==> src/rtl/nv_nvdla_cdma_wt_rd_sched.sv <==
// rtl/nv_nvdla_cdma_wt_rd_sched.sv - CDMA weight-fetch read-request scheduler (fixed priority + burst lock)
// Optional anti-starvation counter for req1: define NVDLA_CDMA_WT_SCHED_STARVE_EN.
module nv_nvdla_cdma_wt_rd_sched #(
    parameter int PW         = 79,
    parameter int STARVE_MAX = 4,
    parameter int BEAT_CW    = 8
) (
    input  logic               nvdla_core_clk,
    input  logic               nvdla_core_rstn,
    input  logic               req0_valid,
    output logic               req0_ready,
    input  logic [PW-1:0]      req0_pd,
    input  logic               req0_last,
    input  logic               req1_valid,
    output logic               req1_ready,
    input  logic [PW-1:0]      req1_pd,
    input  logic               req1_last,
    input  logic               gnt_busy,
    output logic               dma_valid,
    input  logic               dma_ready,
    output logic [PW-1:0]      dma_pd,
    output logic               dma_last,
    output logic               dma_src,
    output logic               sched_idle,
    output logic [BEAT_CW-1:0] beat_cnt
);

    typedef enum logic {
        ST_IDLE = 1'b0,
        ST_LOCK = 1'b1
    } state_t;

    state_t             r_state;
    state_t             w_state_nxt;
    logic               r_lock_owner;
    logic [BEAT_CW-1:0] r_beat_cnt;
    logic               r_cnt_clr;
    logic               w_sel;
    logic               w_sel_act;
    logic               w_sel_valid;
    logic               w_accept;
    logic               w_starve_hit;

`ifdef NVDLA_CDMA_WT_SCHED_STARVE_EN
    logic [3:0] r_starve_cnt;

    // req1 is forced through once req0 has won STARVE_MAX bursts in a row over it
    assign w_starve_hit = (r_starve_cnt == 4'(STARVE_MAX)) && req1_valid;

    // Count consecutive req0 burst wins while req1 waits; saturating
    always_ff @(posedge nvdla_core_clk or negedge nvdla_core_rstn) begin
        if (!nvdla_core_rstn) begin
            r_starve_cnt <= 4'd0;
        end else if ((r_state == ST_IDLE) && w_accept) begin
            if (w_sel || !req1_valid) begin
                r_starve_cnt <= 4'd0;
            end else if (r_starve_cnt != 4'(STARVE_MAX)) begin
                r_starve_cnt <= r_starve_cnt + 4'd1;
            end
        end
    end
`else
    logic w_unused_starve_max;
    assign w_unused_starve_max = |4'(STARVE_MAX);
    assign w_starve_hit        = 1'b0;
`endif

    // Selection: held owner while locked, otherwise priority arbitration unless busy
    always_comb begin
        w_sel       = 1'b0;
        w_sel_act   = 1'b0;
        w_sel_valid = 1'b0;
        if (r_state == ST_LOCK) begin
            w_sel       = r_lock_owner;
            w_sel_act   = 1'b1;
            w_sel_valid = r_lock_owner ? req1_valid : req0_valid;
        end else if (!gnt_busy) begin
            if (w_starve_hit) begin
                w_sel       = 1'b1;
                w_sel_act   = 1'b1;
                w_sel_valid = 1'b1;
            end else if (req0_valid) begin
                w_sel_act   = 1'b1;
                w_sel_valid = 1'b1;
            end else if (req1_valid) begin
                w_sel       = 1'b1;
                w_sel_act   = 1'b1;
                w_sel_valid = 1'b1;
            end
        end
    end

    assign dma_valid  = w_sel_valid;
    assign dma_pd     = w_sel ? req1_pd : req0_pd;
    assign dma_last   = w_sel ? req1_last : req0_last;
    assign dma_src    = w_sel;
    assign req0_ready = w_sel_act && !w_sel && dma_ready;
    assign req1_ready = w_sel_act && w_sel && dma_ready;
    assign w_accept   = w_sel_valid && dma_ready;
    assign sched_idle = (r_state == ST_IDLE) && !w_sel_valid;
    assign beat_cnt   = r_beat_cnt;

    // Next state: lock on a non-final first beat, release on the accepted last beat
    always_comb begin
        w_state_nxt = r_state;
        if (w_accept) begin
            if (r_state == ST_IDLE && !dma_last) begin
                w_state_nxt = ST_LOCK;
            end else if (r_state == ST_LOCK && dma_last) begin
                w_state_nxt = ST_IDLE;
            end
        end
    end

    // State and lock owner registers
    always_ff @(posedge nvdla_core_clk or negedge nvdla_core_rstn) begin
        if (!nvdla_core_rstn) begin
            r_state      <= ST_IDLE;
            r_lock_owner <= 1'b0;
        end else begin
            r_state <= w_state_nxt;
            if (r_state == ST_IDLE && w_accept && !dma_last) begin
                r_lock_owner <= w_sel;
            end
        end
    end

    // Beat counter: the final count stays visible one cycle, then clears
    always_ff @(posedge nvdla_core_clk or negedge nvdla_core_rstn) begin
        if (!nvdla_core_rstn) begin
            r_beat_cnt <= '0;
            r_cnt_clr  <= 1'b0;
        end else begin
            r_cnt_clr <= w_accept && dma_last;
            if (w_accept) begin
                r_beat_cnt <= (r_cnt_clr ? '0 : r_beat_cnt) + 1'b1;
            end else if (r_cnt_clr) begin
                r_beat_cnt <= '0;
            end
        end
    end

endmodule

==> config.mk <==
export PLATFORM = sky130hd
export DESIGN_NAME = nv_nvdla_cdma_wt_rd_sched
export DESIGN_NICKNAME = d
export VERILOG_FILES = /design/src/rtl/nv_nvdla_cdma_wt_rd_sched.sv
export SDC_FILE = /design/constraint.sdc
export NUM_CORES = 1
export LEC_CHECK = 0
export ABC_CLOCK_PERIOD_IN_PS = 1890
export BUFFER_PORTS_ARGS = -buffer_cell sky130_fd_sc_hd__clkbuf_2
export CAP_MARGIN = 30
export CORE_AREA = 2 2 102 104
export CTS_BUF_LIST = sky130_fd_sc_hd__clkbuf_8
export DETAILED_ROUTE_END_ITERATION = 7
export DIE_AREA = 0 0 104 106
export PLACE_DENSITY = 0.64
export SYNTH_ARGS = -nofsm -noshare
export SYNTH_HDL_FRONTEND = slang
export SYNTH_SLANG_ARGS = --single-unit
==> constraint.sdc <==
create_clock -name nvdla_core_clk -period 1.89 [get_ports nvdla_core_clk]
set_input_delay 0 -clock nvdla_core_clk [delete_from_list [all_inputs] [get_ports nvdla_core_clk]]
set_output_delay 0 -clock nvdla_core_clk [all_outputs]
set_load 0.02 [all_outputs]
==> results.sh <==
export IMPL_filler_cell_count=1038
export IMPL_fin_area_um2=3410
export IMPL_post_dp_hpwl_um=7390
export IMPL_fin_tns_setup_ns=0
export IMPL_via_per_inst=4.12
export IMPL_routabilityCongestion=0.873
export IMPL_grt_antenna_before_repair=1
export IMPL_r2r_end="beat_cnt[3]$_DFF_PN0_"
export IMPL_diodes=0
export IMPL_fmax_mhz=546
export IMPL_clockPowerShare_pct=14.7
export IMPL_critPathKind="reg2out"
export IMPL_power_density_nw_per_um2=471
export IMPL_final_max_slew_viol_count=0
export IMPL_comb_power_share_pct=64.0
export IMPL_endpoint_kind="output port"
export IMPL_dieHeight_um=106
export IMPL_ys_flop_type="dfrtp_1"
export IMPL_critPathMaxFanout=25
export IMPL_rrSetupSlack_ns=0.16
export IMPL_die_w_um=104
export IMPL_synthesis_nets=319
export IMPL_synth_warnings=0
export IMPL_synthCells=152
export IMPL_cts_buffer_depth=2
export IMPL_crit_path_start_kind="register"
export IMPL_hold_path_depth=2
export IMPL_h_tree_depth=1
export IMPL_dieArea_um2=11000
export IMPL_drtPass1Iterations=4
export IMPL_status="finished clean"
export IMPL_power_mw=1.61
export IMPL_drt_iter0_markers=71
export IMPL_fin_skew_ns=0.00498
export IMPL_drive_gt1_share_pct=84.9
export IMPL_p_sw_share_pct=41.8
export IMPL_p_sw_mw=0.673
export IMPL_min_to="r_state$_DFFE_PN0P_"
export IMPL_p_seq_share_pct=21.3
export IMPL_final_antenna_net_count=0
export IMPL_ir_worst_vdd_v=0.000475
export IMPL_synth_seq_cells=11
export IMPL_synth_cell_type_count=29
export IMPL_clk_latency_ns=0.25
export IMPL_intPower_mw=0.935
export IMPL_first_global_vias=2257
export IMPL_cts_root_buffer="clkbuf_8"
export IMPL_synth_area_per_cell_um2=13.0
export IMPL_area_growth_pct=72.2
export IMPL_timing_final_crit_share_pct=97.0
export IMPL_synth_edf_count=0
export IMPL_wl_per_cell_um=15.6
export IMPL_min_path_type="in2reg"
export IMPL_required_ns=1.89
export IMPL_totalWireLength_um=8490
export IMPL_period_needed_ns=1.83
export IMPL_port_buffers=258
export IMPL_ys_seq_area_share_pct=13.9
export IMPL_arrival_ns=1.83
export IMPL_min_delay_start="dma_ready"
export IMPL_row_count=37
export IMPL_grt_usage_pct=14.1
export IMPL_nNetsFinal=578
export IMPL_numCtsBuffers=3
export IMPL_grt_pass1_wl_um=12300
export IMPL_syn_cell_area_um2=1980
export IMPL_finalSetupViolCount=0
export IMPL_p_leak_nw=1.94
export IMPL_cap_violations=0
export IMPL_rsz0062_at_grt="no"
export IMPL_fin_util_pct=34.1
export IMPL_async_reset_ff_share_pct=100
export IMPL_dr_total_vias=2252
export IMPL_overflow=0
export IMPL_grt_max_degree=32
export IMPL_path_clk_slew_ns=0.05
export IMPL_r2r_start="r_state$_DFFE_PN0P_"
export IMPL_hold_violations=0
export IMPL_cts_tree="built"
export IMPL_placed_cell_area_um2=3310
export IMPL_cts_sinks=11
export IMPL_core_um2=10000
export IMPL_reg2regPathDepth=5
export IMPL_tightest_slew_ns=0.399
export IMPL_drc=0
export IMPL_slew_headroom_pct=73.4
export IMPL_start_util_pct=19.8
export IMPL_ioPinCount=259
[synth_stat cells (2+ instances only)]
library cell | instances | area share [%]
o31ai_1 | 2 | 0.76
nor2b_1 | 4 | 1.3
mux2_1 | 3 | 1.7
or3b_1 | 2 | 0.88
xnor2_1 | 2 | 0.88
buf_12 | 9 | 9.1
nand2b_1 | 2 | 0.63
nor2_1 | 2 | 0.38
nand2_1 | 3 | 0.57
dfrtp_1 | 11 | 14
and3_1 | 2 | 0.63
mux2_4 | 77 | 58
or3_1 | 4 | 1.3
a21oi_1 | 6 | 1.5
o21ai_0 | 5 | 1.3
nand3_1 | 5 | 1.3
[routing by layer]
metal  global-route usage, %  wire, um  up-vias
met1                    17.3      3480     1037
met2                    25.3      4300      112
li1                        -         -     1091
met3                    3.00       598       10
met5                       0        12        -
met4                    2.90       102        2
[per-stage QoR]
stage	hold WS (ns)	instances	worst slack (ns)
finish	0.0120	546	0.0574
global route	0.0440	546	0.0108
CTS	0.0105	545	0.00246
detailed placement	-0.103	539	0.138
global placement	-0.110	539	0.205
floorplan	-0.296	152	0.285
[how the worst max path moves through the flow]
stage	start	end	slack (ns)
finish	r_state$_DFFE_PN0P_	dma_pd[62]	0.06
global route	r_state$_DFFE_PN0P_	dma_pd[19]	0.01
CTS	r_state$_DFFE_PN0P_	dma_pd[59]	0.002
detailed placement	r_state$_DFFE_PN0P_	beat_cnt[3]$_DFF_PN0_	0.14
global placement	r_state$_DFFE_PN0P_	beat_cnt[6]$_DFF_PN0_	0.20
floorplan	r_state$_DFFE_PN0P_	beat_cnt[1]$_DFF_PN0_	0.29
[cell type report]
| type | count | area (um2) | area share (%) |
|---|---|---|---|
| Clock buffer | 3 | 41.3 | 1.21 |
| Clock inverter | 1 | 3.75 | 0.110 |
| Sequential cell | 11 | 277 | 8.10 |
| Timing Repair Buffer | 265 | 1400 | 41.1 |
| Tap cell | 136 | 170 | 4.99 |
| Multi-Input combinational cell | 130 | 1520 | 44.5 |
[state kept, by name, summed over array words and instances, names as in the netlist]
| signal | count |
|---|---|
| r_state | 1 |
| beat_cnt | 8 |
| r_lock_owner | 1 |
| r_cnt_clr | 1 |
[critical path, cell delays in order (launching register included)]
cell	delay (ns)
dfrtp_2	0.47
o21ai_4	0.28
buf_12	0.15
buf_16	0.20
mux2_4	0.32
clkbuf_2	0.15
[repair_timing]
item / CTS / global route
gates cloned: 1 / 0
buffers inserted: 0 / 1
gates resized for setup: 2 / 0
endpoints found under the hold margin: 11 / 0
hold buffers: 1 / 0
setup endpoints to repair: 50 / 12
pin swaps: 1 / 1
[kinds of logic (layout without fill, tap and decap cells)]
| group | Yosys count | count (layout) | share of synthesized area, % |
|---|---|---|---|
| and+or+nand+nor | 26 | 26 | 7.51 |
| adders and majority gates | 1 | 1 | 0.631 |
| muxes | 81 | 81 | 60.6 |
| xor gates and xnor gates | 2 | 2 | 0.884 |
| DFF | 11 | 11 | 13.9 |
| AOI/OAI and AO/OA | 20 | 20 | 6.57 |
| buffers and inverters | 11 | 269 | 9.91 |
[power groups by stage]
stage / Clock, mW / Combinational (mW) / Sequential [mW]
after floorplan: 0 / 0.635 / 0.360
after global placement: 0 / 1.01 / 0.339
after detailed placement: 0 / 1.01 / 0.345
after CTS: 0.240 / 1.04 / 0.342
after global routing: 0.247 / 1.10 / 0.351
final: 0.236 / 1.03 / 0.342
[placed cells by master (no fill, tap or decap), types with 2 or more instances in the layout]
master    synthesis  routed
and3_1            2       2
o31ai_1           2       2
or3_1             4       4
nand3_1           5       5
nor2_1            2       2
buf_12            9       3
xnor2_1           2       2
clkbuf_2          0     258
dfrtp_1          11      10
mux2_4           77      77
clkbuf_8          0       3
nor2b_1           4       4
o21ai_0           5       5
mux2_1            3       3
buf_4             0       2
nand2b_1          2       2
nand2_1           3       3
or3b_1            2       2
a21oi_1           6       6
Power figures use the tool's default switching activity.
